### config.mk
export PLATFORM = sky130hd
export DESIGN_NAME = reset_button_conditioner
export DESIGN_NICKNAME = d
export VERILOG_FILES = /design/src/rtl/reset_cond_pkg.sv /design/src/rtl/sync_2ff.sv /design/src/rtl/reset_button_conditioner.sv
export SDC_FILE = /design/constraint.sdc
export NUM_CORES = 1
export LEC_CHECK = 0
export CAP_MARGIN = 20
export CORE_MARGIN = 2
export CORE_UTILIZATION = 50
export DETAILED_ROUTE_END_ITERATION = 6
export PLACE_DENSITY = 0.67
export SLEW_MARGIN = 10
export SYNTH_ARGS = -nofsm -noshare
export SYNTH_HDL_FRONTEND = slang
export SYNTH_SLANG_ARGS = --single-unit
### constraint.sdc
create_clock -name clk_i -period 2.01 [get_ports clk_i]
set_input_delay 0.201 -clock clk_i [delete_from_list [all_inputs] [get_ports clk_i]]
set_output_delay 0.201 -clock clk_i [all_outputs]
set_load 0.02 [all_outputs]
### src/rtl/reset_cond_pkg.sv
// Shared definitions for the push-button reset conditioner: FSM states and
// default debounce/stretch timing for a 50 MHz board clock.
package reset_cond_pkg;

  typedef enum logic [2:0] {
    IDLE        = 3'd0,
    DEB_PRESS   = 3'd1,
    ASSERT      = 3'd2,
    DEB_RELEASE = 3'd3,
    STRETCH     = 3'd4
  } reset_cond_state_e;

  localparam int unsigned DEBOUNCE_CYCLES_DEF = 500000;
  localparam int unsigned STRETCH_CYCLES_DEF  = 1024;
  localparam int unsigned CNT_W_DEF           = 20;

endpackage

### src/rtl/sync_2ff.sv
// Two-flop synchronizer for a single asynchronous board input; RST_VAL sets
// the level both flops hold while rst_ni is low.
module sync_2ff #(
  parameter logic RST_VAL = 1'b1
) (
  input  logic clk_i,
  input  logic rst_ni,
  input  logic d_i,
  output logic q_o
);

  logic meta_q;
  logic sync_q;

  always_ff @(posedge clk_i or negedge rst_ni) begin
    if (!rst_ni) begin
      meta_q <= RST_VAL;
      sync_q <= RST_VAL;
    end else begin
      meta_q <= d_i;
      sync_q <= meta_q;
    end
  end

  assign q_o = sync_q;

endmodule

### src/rtl/reset_button_conditioner.sv
// Synchronizes and debounces the board KEY into a registered active-low reset
// request. Define RESET_COND_STRETCH_EN to add the minimum-width stretch after release.
module reset_button_conditioner
  import reset_cond_pkg::*;
#(
  parameter int unsigned DEBOUNCE_CYCLES = DEBOUNCE_CYCLES_DEF,
  parameter int unsigned STRETCH_CYCLES  = STRETCH_CYCLES_DEF,
  parameter int unsigned CNT_W           = CNT_W_DEF
) (
  input  logic clk_i,
  input  logic reset_i,
  input  logic button_i,
  output logic reset_n_o,
  output logic press_o
);

  if (DEBOUNCE_CYCLES < 1 || STRETCH_CYCLES < 1) begin : g_bad_cycles
    $error("DEBOUNCE_CYCLES and STRETCH_CYCLES must be at least 1");
  end
  if ((64'd1 << CNT_W) <= 64'(DEBOUNCE_CYCLES) || (64'd1 << CNT_W) <= 64'(STRETCH_CYCLES)) begin : g_bad_cnt_w
    $error("CNT_W too narrow for the configured cycle counts");
  end

  localparam logic [CNT_W-1:0] DEB_LAST = CNT_W'(DEBOUNCE_CYCLES - 1);
`ifdef RESET_COND_STRETCH_EN
  localparam logic [CNT_W-1:0] STR_LAST = CNT_W'(STRETCH_CYCLES - 1);
  localparam reset_cond_state_e RST_STATE = STRETCH;
  localparam reset_cond_state_e REL_STATE = STRETCH;
`else
  localparam reset_cond_state_e RST_STATE = IDLE;
  localparam reset_cond_state_e REL_STATE = IDLE;
`endif

  logic btn_s;

  sync_2ff #(
    .RST_VAL (1'b1)
  ) u_btn_sync (
    .clk_i  (clk_i),
    .rst_ni (reset_i),
    .d_i    (button_i),
    .q_o    (btn_s)
  );

  reset_cond_state_e state_q, state_d;
  logic [CNT_W-1:0]  cnt_q, cnt_d;
  logic              reset_n_q, reset_n_d;
  logic              press_q, press_d;

  always_comb begin
    state_d = state_q;
    cnt_d   = cnt_q;
    press_d = 1'b0;
    unique case (state_q)
      IDLE: begin
        if (!btn_s) begin
          state_d = DEB_PRESS;
          cnt_d   = '0;
        end
      end
      DEB_PRESS: begin
        if (btn_s) begin
          state_d = IDLE;
          cnt_d   = '0;
        end else if (cnt_q == DEB_LAST) begin
          state_d = ASSERT;
          cnt_d   = '0;
          press_d = 1'b1;
        end else begin
          cnt_d = cnt_q + CNT_W'(1);
        end
      end
      ASSERT: begin
        if (btn_s) begin
          state_d = DEB_RELEASE;
          cnt_d   = '0;
        end
      end
      DEB_RELEASE: begin
        if (!btn_s) begin
          state_d = ASSERT;
          cnt_d   = '0;
        end else if (cnt_q == DEB_LAST) begin
          state_d = REL_STATE;
          cnt_d   = '0;
        end else begin
          cnt_d = cnt_q + CNT_W'(1);
        end
      end
`ifdef RESET_COND_STRETCH_EN
      STRETCH: begin
        // Button level is deliberately ignored until the pulse has its minimum width.
        if (cnt_q == STR_LAST) begin
          state_d = IDLE;
          cnt_d   = '0;
        end else begin
          cnt_d = cnt_q + CNT_W'(1);
        end
      end
`endif
      default: begin
        state_d = IDLE;
        cnt_d   = '0;
      end
    endcase
    // Output comes from its own flop so the reset line never sees decode glitches.
    reset_n_d = (state_d == IDLE) || (state_d == DEB_PRESS);
  end

  always_ff @(posedge clk_i or negedge reset_i) begin
    if (!reset_i) begin
      state_q   <= RST_STATE;
      cnt_q     <= '0;
      reset_n_q <= 1'b0;
      press_q   <= 1'b0;
    end else begin
      state_q   <= state_d;
      cnt_q     <= cnt_d;
      reset_n_q <= reset_n_d;
      press_q   <= press_d;
    end
  end

  assign reset_n_o = reset_n_q;
  assign press_o   = press_q;

endmodule

==> Word-level counts from Yosys, hierarchy flattened <==
Cells that the tools add are included.
{ "op_classes": {"add_sub_neg": 1, "eq_ne": 7, "muxes": 16, "n_reduce_logical": 4} }
{ "op_table": {"columns": ["cell", "count"], "rows": [
  ["$mux 20", 5],
  ["$pmux 20 s4", 1],
  ["$add 20x1->20 const B", 1],
  ["$eq 20x19->1 const B", 1],
  ["$mux 3", 6],
  ["$pmux 3 s4", 1],
  ["$eq 3x1->1 const B", 2],
  ["$eq 3x2->1 const B", 2],
  ["$logic_not 3->1", 2],
  ["$mux 1", 3],
  ["$ne 2x1->1 const B", 1],
  ["$ne 2x2->1 const B", 1],
  ["$reduce_and 2->1", 1],
  ["$logic_or 1x1->1", 1]
]} }
{ "totals": {"register_bits": 27, "output_inout_bits": 2} }

==> Longest topological paths before layout <==
{ "logic_depth": {"word_depth": 6, "ltp_mapped": 7, "mapped_depth_nobuf": 6} }

==> Modules after synthesis <==
From an unflattened synthesis, not the netlist that was laid out.
{ "hier_totals": {"hier_cells": 150, "hier_area_um2": 1456.4} }
{ "modules_own_cells": {"columns": ["module", "instances", "cells_each", "area_per_inst_um2", "seq_area_each_um2"], "rows": [
  ["reset_button_conditioner", 1, 148, 1403.8, 625.6],
  ["sync_2ff", 1, 2, 52.6, 52.6]
]} }

==> Worst setup path after synthesis <==
OpenSTA, ideal clock, no wires.
{ "synth_path": {"path_type": "reg-to-reg", "startpoint": "register cnt_q[9]", "endpoint": "register cnt_q[0]", "setup_ps": 125, "arrival_ps": 1736, "path_slack_ps": 149, "stages_incl_launch_ff": 6, "path_buffers": 1, "synth_period_minus_slack_ps": 1861, "cell_sequence": "dfrtp_1 or4b_4 nor4_4 a21oi_2 buf_6 mux2_2"} }
{ "synth_between": {"elab_chain_cells": 4, "word_cells_on_any_way": 5, "classes_between": "eq/ne (1); mux (4)"} }
{ "synth_rtl": {"columns": ["item", "line_no", "rtl"], "rows": [
  ["start, declared", "reset_button_conditioner.sv:46", "logic [CNT_W-1:0] cnt_q, cnt_d;"],
  ["start signal, assigned", "reset_button_conditioner.sv:118", "cnt_q <= cnt_d;"],
  ["$eq 20x19->1 (*)", "reset_button_conditioner.sv:65, reset_button_conditioner.sv:83", null],
  ["$mux 20 (*)", "reset_button_conditioner.sv:65, reset_button_conditioner.sv:83", null],
  ["$mux 20 (on tied branches)", "reset_button_conditioner.sv:80, reset_button_conditioner.sv:62", null],
  ["$pmux 20 s4 (*)", "reset_button_conditioner.sv:54", "unique case (state_q)"]
]} }
Mark *: on every way between the ends. The rest lies on a longest branch, timed or not.
A chain may end at the register's enable or synchronous reset.

==> Worst setup path in the final report <==
{ "layout_path": {"startpoint": "register cnt_q[7]", "endpoint": "register cnt_q[0]"} }
The elaborated chain is that of the path after synthesis.

==> metrics.md <==
| Metric | Value |
|---|---|
| Status | completed |
| Grt ovf | 0 |
| Die Span X | 57.27 um |
| Reg2reg path depth | 5 |
| Worst Path Required | 2.24 ns |
| Rows | 19 |
| Die height | 57.27 um |
| Most used standard cell by instance count after synthesis | dfrtp_1 |
| FF+latch count, synth | 27 |
| Placed Area | 1534 um^2 |
| Syn Inst Count | 145 |
| Clock skew | 0.003136 ns |
| Finished Core Util | 57.71% |
| Maxcap violations | 0 |
| Share of cells above drive strength 1 | 14.84% |
| Commonest cells in the netlist | dfrtp_1 (25), a31oi_1 (14), nand2_1 (14) |
| Yosys cell types | 35 |
| CTS tree | built |
| Crit path from | cnt_q[7]$_DFFE_PN0P_ |
| Post-route cell area | 1578 um^2 |
| Flop2flop setup slack | 0.04 ns |
| Pin count of the biggest net entering global routing | 28 |
| Setup CP Type | reg -> reg |
| Top FF cell, synth | dfrtp_1 |
| Dpl ws | 0.04454 ns |
| Pwr per Cell Area | 529.0 nW/um^2 |
| Area share of the largest cell type after synthesis | 44.09% |
| Max FO, Critical Path | 27 |
| Setup ws final | 0.03580 ns |
| First-pass GRT wire length | 4761 um |
| Clk sinks | 27 |
| Initial antenna violation count | 0 |
| Clk Latency, worst-skew pair | 0.32 ns |
| Tmin final | 1.974 ns |
| Endpoints failing hold | 0 |
| Peak VDD IR | 0.4340 mV |
| Fin. max-slew vios | 0 |
| Final setup viols | 0 |
| TritonCTS buffer count | 3 |
| CTS max path bufs | 2 |
| Core area | 2734 um^2 |
| FF-to-FF Start | cnt_q[7]$_DFFE_PN0P_ |
| Reg clk slew, reported paths | 0.15 ns |
| Final ANT Viol Nets | 0 |
| FF-to-FF End | cnt_q[0]$_DFFE_PN0P_ |
| FF/Latch Area | 679.4 um^2 |
| Htree depth | 1 |
| Async SR Flop Fraction | 100.0% |
| RSZ-0062 raised after global routing | yes |
| Hold_buf cts | 0 |
| Global-route usage over all layers | 18.73% |
| # fillers | 245 |
| Synth Warn # | 0 |
| Main area contributors after synthesis | dfrtp_1 (44%), a31oi_1 (6.2%), a21oi_1 (4.2%) |
| Crit path arrival time | 2.20 ns |
| Die area | 3280 um^2 |
| Pleak | 0.6751 nW |
| WL/cell | 16.05 um |
| Fin nets | 160 |
| Post-synth EDFFs | 0 |
| Average cell area after synthesis | 9.785 um^2 |
| Area Overhead vs Synth | 11.20% |
| Initial DRC count | 33 |
| Io pins | 5 |
| CP endpoint kind | register |
| Vias in the first global route | 1016 |
| Vias | 1142 |
| Fin crit share | 98.22% |
| Detailed Place HPWL | 2083 um |
| Total Wirelength | 2986 um |
| TritonRoute pass-1 iters | 4 |
| Area of the multi-input gates | 703.2 um^2 |
| Sequential share of the synthesized area | 47.80% |
| Initial core utilization | 51.90% |
| Startpoint Class | register |
| Syn_nets | 149 |
| Worst slew margin | 55.26% |
| Port bufs | 4 |
| Hold Path Class | in -> async |
| Slew @ Worst Pin | 0.6659 ns |
| Residual DRC | 0 |
| Synthesized area | 1419 um^2 |
| GP Congestion | 0.8014 |
| Diode count | 0 |
| Vias/cell | 6.140 |
| FMAX | 506.5 MHz |
| Yosys top cell by area | dfrtp_1 |
| Root Driver | clkbuf_4 |
critical path, stage by stage, from the launching register on:
cell,delay [ns]
dfrtp_1,0.44
or4b_4,0.57
nor4_4,0.31
a21oi_2,0.12
buf_12,0.18
mux2_2,0.26
area by class of cell:
class                   instances  area share [%]
repair buffers                 13           7.454
clock inverters                 1          0.3172
inverters                       3          0.7137
flip-flops and latches         27           43.06
multi-input cells             108           44.57
clock buffers                   3           1.427
well taps                      31           2.458
report_power, final:
group	switching, mW	internal [mW]
logic	0.0298	0.0167
clock network	0.158	0.0745
registers	0.00541	0.550
flip-flops by register name, indices dropped and copies added (netlist names):
| register | cells |
|---|---|
| u_btn_sync.q_o | 1 |
| u_btn_sync.meta_q | 1 |
| press_o | 1 |
| state_q | 3 |
| cnt_q | 20 |
| reset_n_o | 1 |
through the flow:
step	hold slack [ns]	setup TNS, ns	cells	total power [mW]
5_1_grt	0.2458	-0.005662	186	0.8705
4_1_cts	0.2350	0	185	0.8403
6_report	0.2267	0	186	0.8346
3_5_place_dp	0.3501	0	181	0.6109
2_1_floorplan	-0.09459	0	145	0.5867
3_3_place_gp	0.3501	0	181	0.6096
layout by cell type (no fill, tap or decap), drive strengths merged, types with 5 or more instances in the layout:
cell   count
mux2i      5
and3       8
buf        8
nand2     14
a21oi     13
nand4      8
o21ai      5
a31oi     14
dfrtp     25
nand3      8
worst max path at each step:
stage,to,slack [ns],cells past startpoint
2_1_floorplan,cnt_q[0]$_DFFE_PN0P_,0.15,5
3_3_place_gp,cnt_q[0]$_DFFE_PN0P_,0.08,5
3_5_place_dp,cnt_q[0]$_DFFE_PN0P_,0.04,3
4_1_cts,cnt_q[0]$_DFFE_PN0P_,0.02,3
5_1_grt,cnt_q[0]$_DFFE_PN0P_,-0.006,5
6_report,cnt_q[0]$_DFFE_PN0P_,0.04,5
routing by layer:
layer | vias up | global-route usage, % | wire (um)
met3 | 6 | 2.721 | 93
met2 | 25 | 28.74 | 1401
met5 | - | 0 | 0
li1 | 567 | - | -
met4 | 0 | 7.641 | 74
met1 | 544 | 26.80 | 1417
what timing repair did:
| action | in CTS | in global routing |
|---|---|---|
| buffers inserted | 0 | 0 |
| endpoints found under the setup margin | 0 | 17 |
| resized for setup | 0 | 3 |
cells by family (layout without fill, tap and decap cells):
family          after synthesis  count (layout)  synth area share, %
simple gates                 62              62                26.90
mux                           6               6                4.321
buf+inv                      10              20                3.351
fa+ha+maj                     1               1               0.8817
other cells                   1               1               0.2643
compound gates               35              35                14.64
xor+xnor                      3               3                1.852
flops                        27              27                47.80
Note: power is estimated with default switching activity, not from simulation.
